==> config.mk <==
export PLATFORM = sky130hd
export DESIGN_NAME = ram_stream_fifo
export DESIGN_NICKNAME = d
export VERILOG_FILES = /design/src/rtl/ram_stream_fifo.sv
export SDC_FILE = /design/constraint.sdc
export NUM_CORES = 1
export LEC_CHECK = 0
export CORE_MARGIN = 4
export CORE_UTILIZATION = 30
export CTS_CLUSTER_DIAMETER = 30
export DETAILED_ROUTE_END_ITERATION = 6
export PLACE_DENSITY = 0.95
export SLEW_MARGIN = 20
export SYNTH_ARGS = -nofsm -noshare
export SYNTH_HDL_FRONTEND = slang
export SYNTH_SLANG_ARGS = --single-unit
==> constraint.sdc <==
create_clock -name clk -period 4.5 [get_ports clk]
set_input_delay 1.35 -clock clk [delete_from_list [all_inputs] [get_ports clk]]
set_output_delay 1.35 -clock clk [all_outputs]
set_load 0.02 [all_outputs]
==> src/rtl/ram_stream_fifo.sv <==
// rtl/ram_stream_fifo.sv - stream FIFO over an external RAM with registered read data
// The output word lives in the RAM read register, so at most DEPTH words wait in the RAM plus one at the output.
module ram_stream_fifo #(
    parameter int ADDR_WIDTH = 4,
    parameter int DATA_WIDTH = 32,
    parameter int MASK_WIDTH = 1
) (
    input  logic                  clk,
    input  logic                  reset,
    input  logic                  flush,
    input  logic                  push_valid,
    output logic                  push_ready,
    input  logic [DATA_WIDTH-1:0] push_payload,
    output logic                  pop_valid,
    input  logic                  pop_ready,
    output logic [DATA_WIDTH-1:0] pop_payload,
    output logic [ADDR_WIDTH:0]   occupancy,
    output logic                  ram_wr_en,
    output logic [MASK_WIDTH-1:0] ram_wr_mask,
    output logic [ADDR_WIDTH-1:0] ram_wr_addr,
    output logic [DATA_WIDTH-1:0] ram_wr_data,
    output logic                  ram_rd_en,
    output logic [ADDR_WIDTH-1:0] ram_rd_addr,
    input  logic [DATA_WIDTH-1:0] ram_rd_data
);

    localparam logic [ADDR_WIDTH:0] DEPTH = (ADDR_WIDTH+1)'(1) << ADDR_WIDTH;

    logic [ADDR_WIDTH-1:0] wr_ptr_q, wr_ptr_d;
    logic [ADDR_WIDTH-1:0] rd_ptr_q, rd_ptr_d;
    logic [ADDR_WIDTH:0]   ram_count_q, ram_count_d;
    logic                  out_valid_q, out_valid_d;
    logic                  push_fire;
    logic                  read_fire;

    // ram_count is registered, so a word written this cycle is never eligible for reading yet.
    assign push_ready = (ram_count_q != DEPTH) && !reset && !flush;
    assign push_fire  = push_valid && push_ready;
    assign read_fire  = (ram_count_q != '0) && (!out_valid_q || pop_ready) && !reset && !flush;

    assign ram_wr_en   = push_fire;
    assign ram_wr_mask = '1;
    assign ram_wr_addr = wr_ptr_q;
    assign ram_wr_data = push_payload;
    assign ram_rd_en   = read_fire;
    assign ram_rd_addr = rd_ptr_q;

    assign pop_valid   = out_valid_q;
    assign pop_payload = ram_rd_data;
    assign occupancy   = ram_count_q + (ADDR_WIDTH+1)'(out_valid_q);

    always_comb begin
        wr_ptr_d    = wr_ptr_q;
        rd_ptr_d    = rd_ptr_q;
        ram_count_d = ram_count_q;
        out_valid_d = out_valid_q;
        if (flush) begin
            wr_ptr_d    = '0;
            rd_ptr_d    = '0;
            ram_count_d = '0;
            out_valid_d = 1'b0;
        end else begin
            if (push_fire) begin
                wr_ptr_d = wr_ptr_q + 1'b1;
            end
            if (read_fire) begin
                rd_ptr_d = rd_ptr_q + 1'b1;
            end
            ram_count_d = ram_count_q + (ADDR_WIDTH+1)'(push_fire) - (ADDR_WIDTH+1)'(read_fire);
            if (read_fire) begin
                out_valid_d = 1'b1;
            end else if (pop_ready) begin
                out_valid_d = 1'b0;
            end
        end
    end

    always_ff @(posedge clk) begin
        if (reset) begin
            wr_ptr_q    <= '0;
            rd_ptr_q    <= '0;
            ram_count_q <= '0;
            out_valid_q <= 1'b0;
        end else begin
            wr_ptr_q    <= wr_ptr_d;
            rd_ptr_q    <= rd_ptr_d;
            ram_count_q <= ram_count_d;
            out_valid_q <= out_valid_d;
        end
    end

endmodule
* After elaboration in Yosys (flattened, before gate mapping)
Cells that the tools add are included.
** Operators by class
- Reduce and logical (&&, ||, !) cells :: 13
- Divide/modulo/power cells :: 0
- Bitwise operators :: 0
- Multipliers :: 0
- $lt $le $gt $ge :: 0
- Shift operators :: 0
- Multiplexer cells :: 2
- $add $sub $neg :: 5
- Equality and inequality tests :: 1
** Operator list (number)
- 5-bit by 1-bit adder with 5-bit output :: 2
- 4-bit by 1-bit adder with 4-bit output, second input constant :: 2
- 1-bit logical AND :: 6
- 5-bit inequality test, second input constant :: 1
- 5-bit nonzero test :: 1
- 5-bit by 1-bit subtractor with 5-bit output :: 1
- 1-bit logical NOT :: 3
- 1-bit 2-to-1 mux :: 2
- 2-bit nonzero test :: 1
- 2-bit OR reduction :: 1
- 1-bit logical OR :: 1
** Word-level totals
- RAM bits :: 0
- Input bits :: 69
- Word-level logic and storage cells :: 25
- Output and inout port bits :: 82
- Memories kept :: 0
- Register bits :: 14
- Memory bits (read-only) :: 0
- Latch bits :: 0

* Depth between registers and ports, before layout
- Depth in word-level cells :: 6
- Gate-level depth with buffers :: 11
- Mapped depth without buffers :: 11

* Worst setup path after synthesis
Ideal clock, no wire load.
- Kind :: input to register
- Start :: in reset
- End :: reg ram_count_q[4]
- Stages :: 10
- Required time :: 4.430 ns
- Slack :: 0.604 ns
- Buffers on the path :: 1
- Library setup time :: 0.070 ns
- Arrival :: 3.826 ns
- Cell sequence :: or2_1 -> clkbuf_1 -> nor3_1 -> ha_1 -> inv_1 -> ha_1 -> fa_1 -> a21o_1 -> a2111oi_0 -> o21bai_1
** On the way
- Elaborated cells on any way between the ends :: 9
- Classes of those cells :: add/sub (2); reduce/logical (7)
** RTL lines
- start, declared :: line 9 : input logic reset,
- 1-bit logical NOT :: line 39 : assign read_fire = (ram_count_q != '0) && (!out_valid_q || pop_ready) && !reset && !flush;
- 1-bit logical AND (2 in a row) :: line 39
- net ram_rd_en :: line 22 : output logic ram_rd_en,
- 5-bit by 1-bit subtractor with 5-bit output :: line 69 : ram_count_d = ram_count_q + (ADDR_WIDTH+1)'(push_fire) - (ADDR_WIDTH+1)'(read_fire);
- end signal, assigned :: line 87 : ram_count_q <= ram_count_d;
- end, declared :: line 31 : logic [ADDR_WIDTH:0] ram_count_q, ram_count_d;
The timed path passes the listed nets, and every way through them passes these cells.
A chain may end at the register's enable or synchronous reset.

* Worst setup path after layout
- Start :: in reset
- End :: out ram_rd_en
** On the way
- Longest elaborated chain between the ends :: 3
** Ends and longest elaborated chain (line)
- 1-bit logical NOT :: 39
- 1-bit logical AND (2 in a row) :: 39
- end, declared :: 22
Every way passes these cells.

==> flow_metrics.env <==
export IMPL_status="complete, no violations"
export IMPL_synth_nets=243
export IMPL_synth_area_mm2=0.001364
export IMPL_synth_edf_count=0
export IMPL_finalCriticalPeriod_ns=4.428
export IMPL_clock_path_buffers=2
export IMPL_via_per_inst=4.713
export IMPL_synthArstFlopShare_pct=0
export IMPL_seq_area_um2=280.3
export IMPL_finalClockSkew_ns=0.004281
export IMPL_grt_usage_pct=8.593
export IMPL_drv_slew=0
export IMPL_whs_path_depth=2
export IMPL_io_pins=151
export IMPL_rows=24
export IMPL_clock_root_buffer="clkbuf_8"
export IMPL_seq_area_frac_synth_pct=20.55
export IMPL_cts_buffers_inserted=3
export IMPL_cts_htree_levels=1
export IMPL_reg2reg_to="ram_count_q[4]$_SDFF_PP0_"
export IMPL_worst_path_most_repeated_cell="clkdlybuf4s50_1"
export IMPL_setup_viol=0
export IMPL_grt_max_degree=11
export IMPL_dpl_hpwl_um=1739
export IMPL_post_route_cell_area_mm2=0.001225
export IMPL_power_total_uw=403.9
export IMPL_clkSlewWorstSetupHoldPaths_ns=0.06
export IMPL_yosysTopAreaCellShare_pct=35.78
export IMPL_ir_drop_mv=0.1670
export IMPL_worst_slack_ns=0.07192
export IMPL_synth_seq_cells=14
export IMPL_ctsHoldBuffers=0
export IMPL_layout_drive_gt1_share_pct=9.016
export IMPL_cellPowerDensity_mw_per_mm2=329.8
export IMPL_synth_warnings=0
export IMPL_tns_ns=0
export IMPL_p_leak_nw=0.5111
export IMPL_antenna_left=0
export IMPL_worstMarginPinSlew_ns=0.4947
export IMPL_hold_ws_ns=0.4795
export IMPL_max_cap_violations=0
export IMPL_tritoncts="built"
export IMPL_grt_pass1_vias=768
export IMPL_crit_chain="clkdlybuf4s50_1 -> or2_1 -> nor3_1 -> clkdlybuf4s50_1"
export IMPL_min_period_over_period_pct=98.40
export IMPL_route_detailed_drc=0
export IMPL_clkSinkCount=14
export IMPL_final_core_util_pct=27.94
export IMPL_syn_to_final_growth_pct=-10.18
export IMPL_yosys_top_cells_area="buf_4 36%, dfxtp_1 21%, ha_1 11%"
export IMPL_antenna_found_initial=0
export IMPL_synth_top_area_cell="buf_4"
export IMPL_placed_cell_area_mm2=0.001170
export IMPL_arrival_ns=3.08
export IMPL_place_congestion=0.7954
export IMPL_hp_start="ram_rd_addr[3]$_SDFFE_PP0P_"
export IMPL_fin_nets=205
export IMPL_die_x_um=75.43
export IMPL_critPathKind="in -> out"
export IMPL_maxSlewHeadroom_pct=66.88
export IMPL_nFillCells=460
export IMPL_dieArea_mm2=0.005689
export IMPL_ys_flop_type="dfxtp_1"
export IMPL_critPathMaxStageDelay_ns=0.68
export IMPL_wl_per_cell_um=13.01
export IMPL_die_y_um=75.43
export IMPL_worstSetupStartpointType="input pin"
export IMPL_setup_worst_path_end_class="output port"
export IMPL_rsz0062_at_grt="no"
export IMPL_first_iter_violations=37
export IMPL_core_mm2=0.004384
export IMPL_syn_inst=161
export IMPL_wl_um=2263
export IMPL_antenna_cells=0
export IMPL_io_buffers=21
export IMPL_firstDrtPassIters=4
export IMPL_synth_distinct_cells=34
export IMPL_required_ns=3.15
export IMPL_initial_utilization_pct=31.11
export IMPL_r2r_start="ram_count_q[2]$_SDFF_PP0_"
export IMPL_cts_resized=0
export IMPL_clock_fmax_mhz=225.8
export IMPL_post_place_ws_ns=0.06227
export IMPL_reg2reg_depth=11
export IMPL_avgSynthCellArea_um2=8.471
export IMPL_min_path_type="reg -> reg"
export IMPL_final_hold_viol_count=0
export IMPL_cp_max_fo=2
export IMPL_final_cells=174
export IMPL_dpl_cell_count=170
export IMPL_cts_setup_buffers=0
export IMPL_critPathSlowestCell="clkdlybuf4s50_1"
export IMPL_clk_latency_ns=0.25
export IMPL_vias=820
export IMPL_multi_input_area_um2=550.5
export IMPL_min_to="ram_rd_addr[3]$_SDFFE_PP0P_"
export IMPL_grt_pass1_wl_um=3670
export IMPL_grt_overflow=0
export IMPL_r2r_slack_ns=1.42
==> metal layers <==
layer | global-route usage [%] | vias to the layer above | share of wire, %
met5 | 0 | - | 0
met4 | 5.437 | 0 | 3.8
li1 | - | 384 | -
met1 | 10.20 | 382 | 42
met2 | 12.37 | 37 | 43
met3 | 4.090 | 17 | 11
==> registers in the layout, summed over array words and instances (netlist names) <==
| signal | flops |
|---|---|
| ram_count_q | 5 |
| ram_rd_addr | 4 |
| pop_valid | 1 |
| ram_wr_addr | 4 |
==> cells in the mapped netlist, types with 2 or more instances <==
| master | n |
|---|---|
| nand2_1 | 8 |
| o21ai_0 | 2 |
| clkbuf_1 | 2 |
| a21oi_1 | 7 |
| and2_1 | 3 |
| nand4_1 | 4 |
| mux2i_1 | 3 |
| xnor2_1 | 3 |
| o21a_1 | 2 |
| a21o_1 | 2 |
| and3_1 | 2 |
| ha_1 | 12 |
| nor2_1 | 2 |
| xor2_1 | 2 |
| dfxtp_1 | 14 |
| inv_1 | 9 |
| buf_4 | 65 |
| o31ai_1 | 2 |
| or4_1 | 2 |
==> layout by cell type, fill, tap and decap left out, drive strengths merged <==
| cell type | n |
|---|---|
| o21a | 2 |
| nor4b | 1 |
| buf | 4 |
| o21ai | 2 |
| clkdlybuf4s50 | 21 |
| ha | 12 |
| nand4bb | 1 |
| inv | 9 |
| o21bai | 1 |
| nor2 | 2 |
| xnor2 | 3 |
| nand3 | 1 |
| o31ai | 2 |
| a2111oi | 1 |
| mux2i | 3 |
| a21oi | 7 |
| fa | 1 |
| and3 | 2 |
| a21o | 2 |
| conb | 1 |
| xor2 | 2 |
| a31o | 1 |
| nor3b | 1 |
| and2 | 3 |
| nand4 | 4 |
| nand2 | 8 |
| or2 | 1 |
| dfxtp | 14 |
| or4 | 2 |
| clkbuf | 4 |
| or3 | 1 |
| nor3 | 1 |
| nand2b | 1 |
| nor2b | 1 |
==> kinds of logic after synthesis <==
family | after synthesis | share of synthesized area, %
buf+inv | 77 | 39.08
xor+xnor | 5 | 3.212
fa+ha+maj | 13 | 12.48
other cells | 1 | 0.2750
simple gates | 30 | 13.76
flops | 14 | 20.55
mux | 3 | 2.202
compound gates | 18 | 8.440
==> power breakdown <==
group / switching (mW) / total [mW] / internal [mW]
Clock: 0.0493 / 0.127 / 0.0776
Sequential: 0.0123 / 0.145 / 0.132
Combinational: 0.0697 / 0.132 / 0.0626
==> critical path, delay by kind of cell <==
kind	cells	cell delay, ns
buffers and inverters	2	1.09
AND/OR/NAND/NOR	2	0.64
==> worst max-delay path by stage <==
stage | start | to | slack, ns | depth (start not counted)
2_1_floorplan | reset | ram_count_q[4]$_SDFF_PP0_ | 0.60 | 10
3_3_place_gp | reset | ram_rd_en | 0.16 | 4
3_5_place_dp | reset | ram_rd_en | 0.06 | 4
4_1_cts | reset | ram_rd_en | 0.06 | 4
5_1_grt | reset | ram_rd_en | 0.04 | 4
6_report | reset | ram_rd_en | 0.07 | 4
==> final cells by class <==
| type | count | share of cell area [%] |
|---|---|---|
| multi-input cells | 70 | 44.94 |
| well taps | 52 | 5.312 |
| flip-flops and latches | 14 | 22.88 |
| clock buffers | 4 | 4.494 |
| inverters | 9 | 2.758 |
| repair buffers | 25 | 19.61 |
Note: power is estimated with default switching activity, not from simulation.
